**src/rtl/rider_detect.sv**
```systemverilog
// Rider-presence / steering-enable controller: registers load-cell sum and |diff| per
// strobe, then runs IDLE/WAIT/STEER_EN with a settle timer. Define RIDER_FAST_SIM_EN for a 2^15-1 cycle settle.
module rider_detect #(
    parameter logic [12:0] MIN_RIDER_WT = 13'h0200,
    parameter logic [12:0] WT_HYST      = 13'h0040
) (
    input  logic        clk,
    input  logic        rst,
    input  logic [11:0] lft_ld,
    input  logic [11:0] rght_ld,
    input  logic        ld_vld,
    output logic        en_steer,
    output logic        rider_off
);

    typedef enum logic [1:0] {
        IDLE     = 2'd0,
        WAIT     = 2'd1,
        STEER_EN = 2'd2
    } state_t;

    localparam logic [12:0] ON_THRESH  = MIN_RIDER_WT + WT_HYST;
    localparam logic [12:0] OFF_THRESH = MIN_RIDER_WT - WT_HYST;

    logic [12:0] sum_q,  sum_d;
    logic [12:0] diff_q, diff_d;
    logic [25:0] tmr_q,  tmr_d;
    state_t      state_q, state_d;

    logic on_wt, off_wt, unbal, step_off, tmr_full;

    always_comb begin
        sum_d  = sum_q;
        diff_d = diff_q;
        if (ld_vld) begin
            sum_d  = {1'b0, lft_ld} + {1'b0, rght_ld};
            diff_d = (lft_ld >= rght_ld) ? {1'b0, lft_ld - rght_ld}
                                         : {1'b0, rght_ld - lft_ld};
        end
    end

    always_ff @(posedge clk or posedge rst) begin
        if (rst) begin
            sum_q  <= '0;
            diff_q <= '0;
        end else begin
            sum_q  <= sum_d;
            diff_q <= diff_d;
        end
    end

    assign on_wt    = sum_q > ON_THRESH;
    assign off_wt   = sum_q < OFF_THRESH;
    assign unbal    = diff_q > {2'b00, sum_q[12:2]};
    assign step_off = diff_q > (sum_q - {4'b0000, sum_q[12:4]});

`ifdef RIDER_FAST_SIM_EN
    assign tmr_full = &tmr_q[14:0];
`else
    assign tmr_full = &tmr_q;
`endif

    // Off-weight is tested first in WAIT and STEER_EN so a dismount always wins.
    always_comb begin
        state_d = state_q;
        tmr_d   = tmr_q;
        case (state_q)
            IDLE: begin
                if (on_wt) begin
                    state_d = WAIT;
                    tmr_d   = '0;
                end
            end
            WAIT: begin
                if (off_wt) begin
                    state_d = IDLE;
                end else if (unbal) begin
                    tmr_d = '0;
                end else if (tmr_full) begin
                    state_d = STEER_EN;
                end else begin
                    tmr_d = tmr_q + 26'd1;
                end
            end
            STEER_EN: begin
                if (off_wt) begin
                    state_d = IDLE;
                end else if (step_off) begin
                    state_d = WAIT;
                    tmr_d   = '0;
                end
            end
            default: state_d = IDLE;
        endcase
    end

    // Outputs are registered alongside the state so they track it with no decode glitches.
    always_ff @(posedge clk or posedge rst) begin
        if (rst) begin
            state_q   <= IDLE;
            tmr_q     <= '0;
            en_steer  <= 1'b0;
            rider_off <= 1'b1;
        end else begin
            state_q   <= state_d;
            tmr_q     <= tmr_d;
            en_steer  <= (state_d == STEER_EN);
            rider_off <= (state_d == IDLE);
        end
    end

endmodule

```
**config.mk**
```make
export PLATFORM = sky130hd
export DESIGN_NAME = rider_detect
export DESIGN_NICKNAME = d
export VERILOG_FILES = /design/src/rtl/rider_detect.sv
export SDC_FILE = /design/constraint.sdc
export NUM_CORES = 1
export LEC_CHECK = 0
export CORE_AREA = 8 8 137 101
export DETAILED_ROUTE_END_ITERATION = 16
export DIE_AREA = 0 0 145 109
export HOLD_SLACK_MARGIN = 0.15
export PLACE_DENSITY_LB_ADDON = 0.25
export SLEW_MARGIN = 20
export SYNTH_ARGS = -nofsm -noshare
export SYNTH_HDL_FRONTEND = slang
export SYNTH_SLANG_ARGS = --single-unit
```
**constraint.sdc**
```tcl
create_clock -name clk -period 4.3 [get_ports clk]
set_input_delay 0.645 -clock clk [delete_from_list [all_inputs] [get_ports clk]]
set_output_delay 0.645 -clock clk [all_outputs]
set_load 0.05 [all_outputs]
```
Yosys cells after proc, flatten, opt, wreduce, memory -nomap -nowiden --
Cells that the tools add are included.
Storage, ports and cells: bits in registers 56, latch bits 0, memory bits (writable) 0, memory bits (read-only) 0, input port bits 27, word-level logic and storage cells 44, memories kept 0
Operators by class: add/sub/neg operators 5, multiply operators 0, divide/modulo/power cells 0, magnitude comparators 5, eq/ne operators 8, shift operators 0, mux-type cells 15, bitwise logic cells 0, reduce and logical (&&, ||, !) cells 5
Operators with widths (count):
- 26-bit 2-to-1 mux | 6
- 26-bit case mux with 3 select lines | 1
- 26-bit by 1-bit adder with 26-bit output (second input constant) | 1
- 26-bit AND reduction | 1
- 12-bit subtractor | 2
- 12-bit by 12-bit adder with 13-bit output | 1
- 13-bit by 10-bit > comparator with 1-bit output (second input constant) | 1
- 13-bit by 11-bit > comparator with 1-bit output | 1
- 13-bit > comparator | 1
- 13-bit by 9-bit < comparator with 1-bit output (second input constant) | 1
- 13-bit by 9-bit subtractor with 13-bit output | 1
- 12-bit greater-or-equal comparator | 1
- 12-bit 2-to-1 mux | 1
- 2-bit 2-to-1 mux | 6
- 2-bit inequality test (second input constant) | 4
- 2-bit case mux with 3 select lines | 1
- 6-bit AND reduction | 1
- 2-bit == test (second input constant) | 2
- 2-bit zero test | 2
- 3-bit inequality test (second input constant) | 1
- 3-bit nonzero test | 1
- 2-bit by 1-bit == test with 1-bit output (second input constant) | 1

Logic depth before layout (Yosys ltp) --
depth in word-level cells 6, mapped depth 19, mapped depth without buffers 17

Least setup slack after synthesis --
Ideal clock, no wire load.
path type reg2reg, start point register sum_q[4], end point register tmr_q[10], arrival 3656 ps, data required time 4235 ps, path slack 579 ps, stages on the path, launching flop included 17, clock period less this slack 3721 ps, cell sequence dfrtp_1 ha_1 fa_1 nor2b_1 o31ai_1 a2111oi_0 nor2_1 o21ai_0 xnor2_1 ha_1 nand3_1 o21bai_1 a21oi_1 a41oi_1 buf_2 or4_1 nand2_1
On the way: word-level cells in the longest chain between the ends 4
Ends and longest elaborated chain:
- start: declaration | RTL line 25 | logic [12:0] sum_q, sum_d;
- start signal: assignment | RTL line 47 | sum_q <= sum_d;
- 13-bit by 9-bit subtractor with 13-bit output / 13-bit by 11-bit > comparator with 1-bit output (equally long branches) | RTL line 55, 54
- 13-bit > comparator / 26-bit 2-to-1 mux (equally long branches) | RTL line 55, 77
- 2-bit inequality test (no source line) / 26-bit 2-to-1 mux (equally long branches)
- 6-bit AND reduction (no source line) / 26-bit case mux with 3 select lines (equally long branches)
- end signal: assignment | RTL line 106 | tmr_q <= tmr_d;
- end: declaration | RTL line 27 | logic [25:0] tmr_q, tmr_d;
Several ways; a longest one is shown, not always the timed one. The select of a mux whose other input is x is not followed. A chain may end at the register's enable or synchronous reset.

Worst setup path after layout --
start point register sum_q[5], end point register tmr_q[10]
The elaborated chain is that of the path after synthesis.

==> run summary <==
The clock tree from TritonCTS is built. Counting flops and latches in the post-synthesis netlist gives 54. The total of buffers placed on input and output ports is 28. The area of the mapped netlist came out at 5120 um^2. For this block, the routed nets add up to 12,500 um of wire. The number of slew-limit violations in the final report came out at 0. The normalized max-slew margin is 0.383. The fraction of layout instances using a drive strength above 1 came out at 0.0517.

The sequential share of the synthesized area is 0.264. The count of clock tree sinks came out at 54. Based on the critical path, the design can be clocked at up to 252 MHz. The adder and majority gate portion of the synthesized area is 0.182.

The count of hold-fix buffers inserted at cts is 0. The internal power of the cells is 0.00128 W. The number of instances resized during post-cts repair is 0.

STA classifies the critical path startpoint as a register. The power density normalized to cell area is 388 nW/um^2. The setup violation total in the final timing report is 0.

The fraction of the mapped netlist area in compound gates was 0.222. The mean number of vias per cell is 5.68. The iteration count of the initial detailed-routing pass came out at 5. The kind of end point of the critical path is a register. At the pin with the least slew margin, the transition time is 0.924 ns. Relative to the synthesized area, the layout overhead comes to 11.5%. The antenna cell count came out at 0. Of the post-synthesis cell area, the part taken by muxes is 0.0242.

The synthesized netlist contains 59 unique library cells. The initial core utilization is 0.431. Once detail routing completed, the nets flagged for antenna violations numbered 0. The final layout contains 757 nets. The flow ran to the end, and the final reports show no timing, DRC or antenna violations. The cell count after synthesis is 638. The core region is 11,900 um^2.

Along the worst path, the maximum fanout reaches 29. Counting the fill cells in the layout gives 1,126. The initial antenna violation count was 0. The die covers 15,800 um^2.

Data on the critical path arrives at its endpoint at 4.20 ns. By area, the combinational part of the netlist is dominated by compound AO/OA/AOI/OAI gates. In the finished design, the share of the clock period the worst path needs comes to 0.924. The number of global-route vias before repair was 4,338. The via count is 4,659. Setup repair after global routing left no endpoint under its margin.

The part of the total power dissipated in combinational logic came out at 0.533. The DRC violation total after the first TritonRoute iteration came out at 324. The worst min-delay path class is reg -> reg.

The global routing usage summed across all routing layers came out at 0.160. After detailed routing, the number of remaining DRC violations is 0. After legalization and detailed placement, the total HPWL measured 9790 um. The number of hold violations in the final report came out at 0.

The post-synthesis average cell area came out at 8.02 um^2. After clock tree synthesis, the clock-pin slew on the worst setup and hold paths is 0.07 ns. The die is 109 um tall.

The worst-case clock buffer depth is 2. The minimum clock period after layout is 3.98 ns. The cell leakage power is 2.59 nW. Ranked by total cell area, the synthesized netlist is headed by sky130_fd_sc_hd__dfrtp_1, sky130_fd_sc_hd__ha_1, sky130_fd_sc_hd__a21oi_1, sky130_fd_sc_hd__o21ai_0, sky130_fd_sc_hd__inv_1. The total number of yosys warnings came out at 0. The post-route setup TNS is 0 ns. The xor and xnor fraction of the mapped netlist area came out at 0.0393. The most common cell in the synthesized netlist is sky130_fd_sc_hd__ha_1. The endpoint required time on the critical path is 4.53 ns. Of the total power, registers draw 0.292. The worst clock skew on the final layout came out at 0.00593 ns. The post-CTS setup repair buffer count is 0.

For this run, the leading register cell type out of synthesis is sky130_fd_sc_hd__dfrtp_1. The worst setup path is of the reg -> reg kind. The largest vdd supply drop is 0.205 mV. The number of H-tree branching levels came out at 2. The global-route wire length before repair came out at 21,300 um. Of the total power, the share spent switching nets is 0.422. After detailed routing, the average wire length per cell comes to 15.2 um.

The floorplan die width is 145 um. The I/O pin count came out at 29. The portion of synthesized cell area occupied by the leading cell type came out at 0.259. The library cell occupying the most area in the post-synthesis netlist is sky130_fd_sc_hd__dfrtp_1.

The hold slack is 0.478 ns. The number of buffers inserted during clock tree synthesis is 5. Of the total synthesized cell area, the portion taken by AND, OR, NAND and NOR gates is 0.200. The number of placement rows came out at 34. The pin count of the biggest net entering global routing is 44. The remaining global-route overflow is 0. Sorting the synthesized cells by how often they occur yields sky130_fd_sc_hd__ha_1, sky130_fd_sc_hd__a21oi_1, sky130_fd_sc_hd__inv_1, sky130_fd_sc_hd__nor2_1, sky130_fd_sc_hd__o21ai_0. Yosys mapped a number of flops with a built-in enable equal to 0. At the later pin of the worst-skew pair, clock insertion delay measures 0.29 ns. The switching power is 0.000934 W. Of all flip-flops after synthesis, the portion carrying an async set or reset was 1.00. The part of the total power dissipated in the clock network is 0.175. The number of max-capacitance violations reported came out at 0. The tree is rooted in a sky130_fd_sc_hd__clkbuf_16.

The final weighted congestion of routability-driven global placement is 0.929. The total nets after synthesis is 737.
-- cell type report --
cell class                 count  area [um^2]  share of cell area
clock inverter                 1         7.51             0.00132
multi-input combinational    500         3430               0.600
timing repair buffer          38          368              0.0644
inverter                      59          221              0.0388
clock buffer                   6          129              0.0226
tap                          162          203              0.0355
sequential                    54         1350               0.237
-- state kept, by name, indices dropped and copies added, names as in the netlist --
name,cells
tmr_q,26
sum_q,13
diff_q,11
state_q,2
en_steer,1
rider_off,1
-- placed cells by master (no fill, tap or decap), types with 17 or more instances in the layout --
cell / instances
sky130_fd_sc_hd__xnor2_1: 18
sky130_fd_sc_hd__nand2_1: 39
sky130_fd_sc_hd__a21oi_1: 60
sky130_fd_sc_hd__dfrtp_1: 52
sky130_fd_sc_hd__clkdlybuf4s50_1: 28
sky130_fd_sc_hd__nand3_1: 22
sky130_fd_sc_hd__nor3_1: 17
sky130_fd_sc_hd__inv_1: 58
sky130_fd_sc_hd__ha_1: 68
sky130_fd_sc_hd__o21ai_0: 54
sky130_fd_sc_hd__nor2_1: 59
-- critical path, stage by stage, from the launching register on --
cell and delay, ns:
sky130_fd_sc_hd__dfrtp_2 0.45, sky130_fd_sc_hd__inv_1 0.12, sky130_fd_sc_hd__ha_1 0.23, sky130_fd_sc_hd__nor2b_1 0.13, sky130_fd_sc_hd__o21ai_1 0.16, sky130_fd_sc_hd__a21oi_1 0.11, sky130_fd_sc_hd__o21ai_1 0.16, sky130_fd_sc_hd__a21oi_1 0.12
sky130_fd_sc_hd__o21a_1 0.23, sky130_fd_sc_hd__or3_1 0.32, sky130_fd_sc_hd__o311a_1 0.14, sky130_fd_sc_hd__ha_1 0.29, sky130_fd_sc_hd__nand3_1 0.10, sky130_fd_sc_hd__o21bai_1 0.17, sky130_fd_sc_hd__a21oi_1 0.20, sky130_fd_sc_hd__a41oi_1 0.19
sky130_fd_sc_hd__buf_12 0.20, sky130_fd_sc_hd__or4_1 0.50, sky130_fd_sc_hd__nand2_1 0.08
-- path summary, 6_finish.rpt --
| check | from | endpoint | slack [ns] | cells past startpoint |
|---|---|---|---|---|
| hold / removal | tmr_q[25] | tmr_q[25] | 0.48 | 1 |
| max in group asynchronous | rst | rider_off | 2.64 | 3 |
| min in group asynchronous | rst | tmr_q[13] | 0.88 | 2 |
| hold reg to reg | tmr_q[25] | tmr_q[25] | 0.48 | 1 |
| setup / recovery | sum_q[5] | tmr_q[10] | 0.32 | 18 |
| setup reg to reg | sum_q[5] | tmr_q[10] | 0.32 | 18 |
-- per-stage QoR --
step | util | cells | total power [W] | worst slack (ns) | instance area, um^2
floorplan | - | 638 | 0.00150 | 0.579 | 5120
global placement | 0.469 | 813 | 0.00177 | 0.241 | 5560
detailed placement | 0.469 | 813 | 0.00181 | 0.0941 | 5560
CTS | 0.480 | 820 | 0.00222 | 0.0909 | 5700
global route | 0.481 | 820 | 0.00241 | 0.0167 | 5710
finish | 0.481 | 820 | 0.00222 | 0.325 | 5710
-- logic make-up (layout without fill, tap and decap cells) --
logic type               after synthesis  in the layout
AND/OR/NAND/NOR                      208            208
AO/OA/AOI/OAI                        186            186
buffers and inverters                 84            104
adder cells (fa/ha/maj)               72             72
flip-flops                            54             54
XOR/XNOR                              23             23
multiplexers                          11             11
-- metal layers --
metal | track usage | part of all wire | up-vias
li1 | - | - | 2320
met1 | 0.244 | 0.53 | 2199
met2 | 0.232 | 0.41 | 132
met3 | 0.0228 | 0.048 | 8
met4 | 0.0322 | 0.0073 | 0
met5 | 0 | 0 | -
-- power by group through the flow --
stage / sequential [W] / combinational [W] / clock, W
after detailed placement: 0.000653 / 0.00116 / 0
final: 0.000647 / 0.00118 / 0.000387
after global placement: 0.000652 / 0.00112 / 0
after global routing: 0.000655 / 0.00134 / 0.000421
after CTS: 0.000645 / 0.00117 / 0.000404
after floorplan: 0.000631 / 0.000866 / 0
No activity file was read; power rests on OpenSTA's default activity.
